**src/rtl/door_lock_pkg.sv**
```systemverilog
// ============================================================================
// Module      : door_lock_pkg
// Description : Shared state encoding, keypad codes and 7-segment patterns
//               for the keypad door lock. DOOR_LOCK_LOCKOUT_EN adds LOCKOUT.
// Revision    : 1.0 - initial release
// ============================================================================
`default_nettype none

package door_lock_pkg;

    localparam logic [3:0] KEY_NONE  = 4'd0;
    localparam logic [3:0] KEY_CLEAR = 4'd15;

    typedef enum logic [2:0] {
        IDLE    = 3'd0,
        ENTRY   = 3'd1,
        OPEN    = 3'd2,
`ifdef DOOR_LOCK_LOCKOUT_EN
        ERROR   = 3'd3,
        LOCKOUT = 3'd4
`else
        ERROR   = 3'd3
`endif
    } state_t;

    localparam logic [6:0] SEG_IDLE    = 7'h40;
    localparam logic [6:0] SEG_CNT1    = 7'h06;
    localparam logic [6:0] SEG_CNT2    = 7'h5B;
    localparam logic [6:0] SEG_CNT3    = 7'h4F;
    localparam logic [6:0] SEG_OPEN    = 7'h3F;
    localparam logic [6:0] SEG_ERROR   = 7'h79;
    localparam logic [6:0] SEG_LOCKOUT = 7'h38;

    // Digit idx 0 is the first one entered and lives in the top nibble.
    function automatic logic [3:0] pw_nibble(input logic [15:0] pw, input logic [1:0] idx);
        logic [3:0] nib;
        case (idx)
            2'd0:    nib = pw[15:12];
            2'd1:    nib = pw[11:8];
            2'd2:    nib = pw[7:4];
            default: nib = pw[3:0];
        endcase
        return nib;
    endfunction

endpackage

`default_nettype wire

```
**src/rtl/door_lock_seg7.sv**
```systemverilog
// ============================================================================
// Module      : door_lock_seg7
// Description : Combinational state/count to 7-segment pattern map. Digits are
//               never echoed; only progress through the code is shown.
// Revision    : 1.0 - initial release
// ============================================================================
`default_nettype none

module door_lock_seg7
    import door_lock_pkg::*;
(
    input  state_t     state,
    input  logic [1:0] count,
    output logic [6:0] seg
);

    always_comb begin
        seg = SEG_IDLE;
        case (state)
            IDLE:    seg = SEG_IDLE;
            ENTRY: begin
                case (count)
                    2'd1:    seg = SEG_CNT1;
                    2'd2:    seg = SEG_CNT2;
                    2'd3:    seg = SEG_CNT3;
                    default: seg = SEG_IDLE;
                endcase
            end
            OPEN:    seg = SEG_OPEN;
            ERROR:   seg = SEG_ERROR;
`ifdef DOOR_LOCK_LOCKOUT_EN
            LOCKOUT: seg = SEG_LOCKOUT;
`endif
            default: seg = SEG_IDLE;
        endcase
    end

endmodule

`default_nettype wire

```
**src/rtl/door_lock.sv**
```systemverilog
// ============================================================================
// Module      : door_lock
// Description : Four-digit keypad door lock with error buzzer, optional
//               auto-relock, and lockout when DOOR_LOCK_LOCKOUT_EN is defined.
// Revision    : 1.0 - initial release
// ============================================================================
`default_nettype none

module door_lock
    import door_lock_pkg::*;
#(
    parameter logic [15:0] PASSWORD      = 16'h1234,
    parameter int          ERR_CYCLES    = 8,
`ifdef DOOR_LOCK_LOCKOUT_EN
    parameter int          RELOCK_CYCLES = 0,
    parameter int          MAX_FAILS     = 3
`else
    parameter int          RELOCK_CYCLES = 0
`endif
) (
    input  logic       clk,
    input  logic       rst,
    input  logic [3:0] keypad,
    output logic [6:0] seg,
    output logic       buzzer,
    output logic       lock
);

    localparam int ERR_W = (ERR_CYCLES > 1) ? $clog2(ERR_CYCLES) : 1;
    localparam int REL_W = (RELOCK_CYCLES > 1) ? $clog2(RELOCK_CYCLES) : 1;
    localparam int TMR_W = (ERR_W > REL_W) ? ERR_W : REL_W;

    state_t             r_state, w_state_nxt;
    logic [1:0]         r_count, w_count_nxt;
    logic               r_bad, w_bad_nxt;
    logic [TMR_W-1:0]   r_timer, w_timer_nxt;
    logic [3:0]         r_key_q;
    logic [6:0]         w_seg;
    logic               w_press, w_digit, w_clear, w_match;

`ifdef DOOR_LOCK_LOCKOUT_EN
    localparam int FAIL_W = (MAX_FAILS > 0) ? $clog2(MAX_FAILS + 1) : 1;
    logic [FAIL_W-1:0]  r_fails, w_fails_nxt;
`endif

    // A press is a new nonzero code; a held key is seen only once.
    assign w_press = (keypad != KEY_NONE) && (keypad != r_key_q);
    assign w_digit = w_press && (keypad != KEY_CLEAR);
    assign w_clear = w_press && (keypad == KEY_CLEAR);
    assign w_match = (keypad == pw_nibble(PASSWORD, r_count));

    always_comb begin
        w_state_nxt = r_state;
        w_count_nxt = r_count;
        w_bad_nxt   = r_bad;
        w_timer_nxt = '0;
`ifdef DOOR_LOCK_LOCKOUT_EN
        w_fails_nxt = r_fails;
`endif
        case (r_state)
            IDLE: begin
                if (w_digit) begin
                    w_state_nxt = ENTRY;
                    w_count_nxt = 2'd1;
                    w_bad_nxt   = !w_match;
                end
            end
            ENTRY: begin
                if (w_clear) begin
                    w_state_nxt = IDLE;
                    w_count_nxt = 2'd0;
                    w_bad_nxt   = 1'b0;
                end else if (w_digit) begin
                    if (r_count == 2'd3) begin
                        w_count_nxt = 2'd0;
                        w_bad_nxt   = 1'b0;
                        if (!r_bad && w_match) begin
                            w_state_nxt = OPEN;
`ifdef DOOR_LOCK_LOCKOUT_EN
                            w_fails_nxt = '0;
`endif
                        end else begin
                            w_state_nxt = ERROR;
`ifdef DOOR_LOCK_LOCKOUT_EN
                            if (r_fails != FAIL_W'(MAX_FAILS))
                                w_fails_nxt = r_fails + 1'b1;
`endif
                        end
                    end else begin
                        w_count_nxt = r_count + 2'd1;
                        w_bad_nxt   = r_bad | !w_match;
                    end
                end
            end
            OPEN: begin
                if (w_clear || (RELOCK_CYCLES != 0 && r_timer == TMR_W'(RELOCK_CYCLES - 1)))
                    w_state_nxt = IDLE;
                else if (RELOCK_CYCLES != 0)
                    w_timer_nxt = r_timer + 1'b1;
            end
            ERROR: begin
                if (r_timer == TMR_W'(ERR_CYCLES - 1)) begin
`ifdef DOOR_LOCK_LOCKOUT_EN
                    w_state_nxt = (r_fails >= FAIL_W'(MAX_FAILS)) ? LOCKOUT : IDLE;
`else
                    w_state_nxt = IDLE;
`endif
                end else begin
                    w_timer_nxt = r_timer + 1'b1;
                end
            end
`ifdef DOOR_LOCK_LOCKOUT_EN
            LOCKOUT: w_state_nxt = LOCKOUT;
`endif
            default: w_state_nxt = IDLE;
        endcase
    end

    // Outputs are derived from the next state so they change on the same edge.
    door_lock_seg7 u_seg7 (
        .state (w_state_nxt),
        .count (w_count_nxt),
        .seg   (w_seg)
    );

    always_ff @(posedge clk or negedge rst) begin
        if (!rst) begin
            r_state <= IDLE;
            r_count <= 2'd0;
            r_bad   <= 1'b0;
            r_timer <= '0;
            r_key_q <= KEY_NONE;
`ifdef DOOR_LOCK_LOCKOUT_EN
            r_fails <= '0;
`endif
            seg     <= SEG_IDLE;
            lock    <= 1'b1;
            buzzer  <= 1'b0;
        end else begin
            r_state <= w_state_nxt;
            r_count <= w_count_nxt;
            r_bad   <= w_bad_nxt;
            r_timer <= w_timer_nxt;
            r_key_q <= keypad;
`ifdef DOOR_LOCK_LOCKOUT_EN
            r_fails <= w_fails_nxt;
            buzzer  <= (w_state_nxt == ERROR) || (w_state_nxt == LOCKOUT);
`else
            buzzer  <= (w_state_nxt == ERROR);
`endif
            seg     <= w_seg;
            lock    <= (w_state_nxt != OPEN);
        end
    end

endmodule

`default_nettype wire

```
**config.mk**
```make
export PLATFORM = sky130hd
export DESIGN_NAME = door_lock
export DESIGN_NICKNAME = d
export VERILOG_FILES = /design/src/rtl/door_lock_pkg.sv /design/src/rtl/door_lock_seg7.sv /design/src/rtl/door_lock.sv
export SDC_FILE = /design/constraint.sdc
export NUM_CORES = 1
export LEC_CHECK = 0
export CAP_MARGIN = 20
export CORE_MARGIN = 4
export CORE_UTILIZATION = 35
export DETAILED_ROUTE_END_ITERATION = 10
export GPL_TIMING_DRIVEN = 0
export PLACE_DENSITY_LB_ADDON = 0.25
export SLEW_MARGIN = 20
export SYNTH_ARGS = -nofsm -noshare
export SYNTH_HDL_FRONTEND = slang
export SYNTH_SLANG_ARGS = --single-unit
```
**constraint.sdc**
```tcl
create_clock -name clk -period 3.2 [get_ports clk]
set_input_delay 0.64 -clock clk [delete_from_list [all_inputs] [get_ports clk]]
set_output_delay 0.64 -clock clk [all_outputs]
set_load 0.02 [all_outputs]
```
Word level (Yosys, flattened, before mapping)
Index checks and enable logic that the tools add are counted. W data, S select, Z words.

Add/sub/neg operators: 2. Eq/ne operators: 20. Multiplexer cells: 23. Bitwise operators: 1. Reduce and logical (&&, ||, !) cells: 11.

Operator list (count): $pmux W7 S3 (2); $mux W3 (8); $eq A3 B2 Y1 const B (4); $pmux W3 S4 (1); $pmux W3 S3 (1); $eq A2 B2 Y1 const B (4); $mux W2 (4); $eq A3 B1 Y1 const B (2); $mux W1 (5); $eq A2 B1 Y1 const B (2); $eq A4 B4 Y1 (1); $eq A4 B4 Y1 const B (1); $logic_and A1 B1 Y1 (4); $ne A4 B4 Y1 (1); $ne A4 B4 Y1 const B (1); $pmux W2 S2 (1); $reduce_bool A4 Y1 (1); $add A3 B1 Y3 const B (1); $eq A3 B3 Y1 const B (1); $logic_not A3 Y1 (1); $ne A3 B2 Y1 const B (1); $ne A3 B3 Y1 const B (1); $reduce_and A3 Y1 (1); $add A2 B1 Y2 const B (1); other kinds (6) (7).

Register bits: 22. Input port bits: 6. Output and inout bits: 9. Logic and storage cells: 65.

Depth between registers and ports, before layout
Depth in word-level cells: 11. Depth in mapped cells: 8. Mapped depth without buffers: 8.

By module
A second synthesis with hierarchy kept.

Cell total of the unflattened synthesis: 93. Area total of the unflattened synthesis: 1029.7 um^2.

By module, submodules not included: door_lock (times used 1, cells each 78, area an instance 947.2 um^2, seq. area each 553.0 um^2); door_lock_seg7 (times used 1, cells each 15, area an instance 82.6 um^2, seq. area each 0.0 um^2).

Worst setup path after synthesis
OpenSTA, ideal clock, no wires.

Path type: input port to flip-flop. From: input keypad[0]. To: register seg[2]. Setup time: 118 ps. Arrival: 2199 ps. Data required time: 3082 ps. Slack: 883 ps. Stages on the path: 6. Path buffers: 0. Cell sequence: or3_1 a2111o_1 a211oi_4 o311ai_4 and2_4 a21o_1.

Longest elaborated chain between the ends: 9. Elaborated cells between the ends (all ways): 28. Those cells by class: 10 x eq/ne; 13 x mux; 5 x reduce/logical.

Ends and longest elaborated chain: start, declared (line door_lock.sv:23) `input logic [3:0] keypad,`; $eq A4 B4 Y1 (line door_lock.sv:50) `assign w_match = (keypad == pw_nibble(PASSWORD, r_count));`; $logic_and A1 B1 Y1 (line door_lock.sv:77) `if (!r_bad && w_match) begin`; $mux W1 (line door_lock.sv:77); $mux W3 (line door_lock.sv:74) `if (r_count == 2'd3) begin`; $mux W3 (line door_lock.sv:73) `end else if (w_digit) begin`; $mux W3 (line door_lock.sv:69) `if (w_clear) begin`; $pmux W3 S4 * (line door_lock.sv:60) `case (r_state)`; net u_seg7.state[0] (line door_lock_seg7.sv:12) `input state_t state,`; $eq A3 B2 Y1 or $eq A3 B1 Y1 (tied branches) (line door_lock_seg7.sv:19) `case (state)`; $pmux W7 S3 * (line door_lock_seg7.sv:19); net u_seg7.seg[2] (line door_lock_seg7.sv:14) `output logic [6:0] seg`; end signal, assigned (line door_lock.sv:151) `seg <= w_seg;`; end, declared (line door_lock.sv:24) `output logic [6:0] seg,`.

Mark *: on every way through the listed nets, which the timed path passes. The rest lies on a longest branch. A chain may end at the register's enable or synchronous reset.

Final worst setup path
Same ends and word-level chain as after synthesis.

==> metrics.md <==
| Metric | Value |
|---|---|
| Clk_skew | 0.007577 ns |
| Vias per cell | 5.145 |
| PortBufs | 14 |
| Cell Chain, Critical Path | clkdlybuf4s50_1 > or3_1 > a2111o_1 > a211oi_4 > o311ai_4 > and2_4 > a21o_1 |
| Setup violators final | 0 |
| Hold_buf cts | 0 |
| Initial Util | 37.24% |
| Critical path type | in -> reg |
| Post-cts resize count | 0 |
| Worst skew pair latency | around 0.30 ns |
| Total gr overflow | 0 |
| CP endpoint kind | flop |
| Slowest stage delay, CP | 0.53 ns |
| CTS buffer count | 3 |
| 1st-pass router iterations | 4 |
| Initial antenna violation count | 0 |
| Site Rows | 19 |
| Crit path DAT | approximately 2.9 ns |
| WL final | around 1900 µm |
| DRT antenna net count | 0 |
| Most crowded layer after global routing | met2 |
| Die area | 0.003923 mm² |
| Period utilisation layout | a little over four fifths |
| Clock buffer depth | 2 |
| Reg clk slew, reported paths | 0.12 ns |
| Largest fanout on the critical path | 7 |
| CP top delay family | compound AO/OA/AOI/OAI gates |
| TritonCTS clock tree | built |
| Syn_area_per_cell | 10.88 µm² |
| Area Growth Syn to Fin | 19.64% |
| Peak VDD IR | 475.9 µV |
| Post-synth top cells | dfrtp_1, nand2_1, nor2_1 |
| Cell Area, Placed | 0.001224 mm² |
| I/O Pins | 15 |
| # clock sinks | 21 |
| Worst Hold Class | reg -> reg |
| Area of the mapped netlist | ~0.0010 mm² |
| Status | completed |
| Ys flop type | dfrtp_1 |
| WP data required | 3.41 ns |
| DRC errors left | 0 |
| Cell Count, Final, Fillers Out | 145 |
| DP Cell Count | 141 |
| Number of global-route vias before repair | 724 |
| Final setup margin | 0.5237 ns |
| M3 GR Usage | 2.878% |
| Top cell type's share of synthesized area | 45.51% |
| Post-Syn Instances | 96 |
| Synthesized Nets | 107 |
| Vias post-DR | approximately 750 |
| Slew margin rel. | 38.27% |
| Max Transition Viols Final | 0 |
| Routing usage on met2 | 17.04% |
| Final #Nets | approximately 130 |
| RSZ-0062 raised after global routing | no |
| Die span in y | 62.64 µm |
| GR Util All Layers | 10.84% |
| Pleak | 0.5847 nW |
| EDFF count, synth | 0 |
| Min Tclk post-route | roughly 2.7 ns |
| Gpl congestion | 0.8396 |
| Clock root cell | clkbuf_4 |
| Dpl hpwl | 1414 µm |
| H-tree levels | 1 |
| Synth area leader | dfrtp_1 |
| Register area share after synthesis | between 50% and 60% |
| PD cells | 743.5 mW/mm² |
| Setup_tns | 0 ns |
| Synth Register Bits | 21 |
| Final hold violations | 0 |
| Buf/Inv on CP | 1 |
| Finished Core Util | 44.56% |
| Starting DRT DRC Count | 13 |
| Maxcap violations | 0 |
| F_max | 0.3737 GHz |
| First-pass GRT wire length | approximately 3400 µm |
| Async SR Flop Fraction | 100.0% |
| Design area | 0.001250 mm² |
| Core footprint | 0.002805 mm² |
| Slew @ Worst Pin | 0.9231 ns |
| Die Wd | 62.64 µm |
| CP max-delay cell | clkdlybuf4s50_1 |
| Number of antenna diodes | 0 |
| Number of post-CTS setup repair buffers | 0 |
| Worst setup SP type | input pin |
| Pre-CTS WS | around 0.20 ns |
| Pin count of the biggest net entering global routing | 22 |
| Most common cell in the netlist | dfrtp_1 |
| Yosys Warn Count | 0 |
| WL/cell | between 10 and 15 µm |
| Library cells used by synthesis | 33 |
| Share of layout cells above drive strength 1 | 12.28% |
| Synth top area cells | dfrtp_1, ha_1, dfstp_2, xor2_1, nand2_1 |
| Met1 Use GR | 13.85% |
==> report_power, final <==
group          switching [W]  internal (W)
Clock              0.0000782     0.0000485
Combinational       0.000237      0.000198
Sequential         0.0000360      0.000331
Total               0.000352      0.000578
==> layout by cell type (no fill, tap or decap), types with 2 or more instances in the layout <==
cell type / n
nor2_1: 8
a21oi_1: 2
xor2_1: 6
inv_1: 7
dfrtp_1: 19
nand2_1: 9
ha_1: 5
and3_1: 3
o211ai_1: 2
nor2b_1: 4
buf_4: 2
clkdlybuf4s50_1: 14
dfstp_2: 2
o21ai_0: 5
clkbuf_4: 3
o31ai_1: 3
==> final cells by class <==
class | count | area, µm²
Sequential cell | 21 | 528.0
Clock buffer | 4 | 26.28
Fill cell | 270 | 1555
Buffer | 2 | 15.01
Timing Repair Buffer | 14 | 140.1
Tap cell | 31 | 38.79
Inverter | 7 | 26.28
Multi-Input combinational cell | 66 | 475.5
==> sequential cells by signal (all words and copies together) (netlist names) <==
register  cells
lock          1
r_state       3
seg           6
r_key_q       4
r_timer       3
r_count       2
buzzer        1
r_bad         1
==> logic make-up (layout without fill, tap and decap cells) <==
kind of cell | Yosys count | count (layout) | share of synthesized area [%]
AO/OA/AOI/OAI | 21 | 21 | 16.89
XOR/XNOR | 6 | 6 | 5.030
adder cells (fa/ha/maj) | 5 | 5 | 5.988
buffers and inverters | 9 | 27 | 3.952
flip-flops | 21 | 21 | 50.54
other | 1 | 1 | 0.3589
AND/OR/NAND/NOR | 33 | 33 | 17.25
==> final timing paths <==
path | startpoint | to | slack, ns | cells past startpoint
max in group asynchronous | rst | r_state[1] | 1.79 | 1
max reg2reg | r_count[0] | seg[2] | 0.78 | 8
min reg2reg | r_timer[0] | r_timer[0] | 0.44 | 1
max | keypad[0] | seg[2] | 0.52 | 7
min in group asynchronous | rst | r_key_q[2] | 0.84 | 1
min | r_timer[0] | r_timer[0] | 0.44 | 1
==> stage by stage <==
step	power, W	hold WS (ns)
4_1_cts	0.0009435	0.4437
3_5_place_dp	0.0008125	0.4275
5_1_grt	0.001001	0.4656
2_1_floorplan	0.0006679	0.3444
3_3_place_gp	0.0008004	0.4248
6_report	0.0009294	0.4379
==> metal layers <==
metal	share of wire, %	wire, µm
met4	0.88	17
met1	47	920
met5	0	0
met3	3.1	60
met2	48	939
Power figures use the tool's default switching activity.
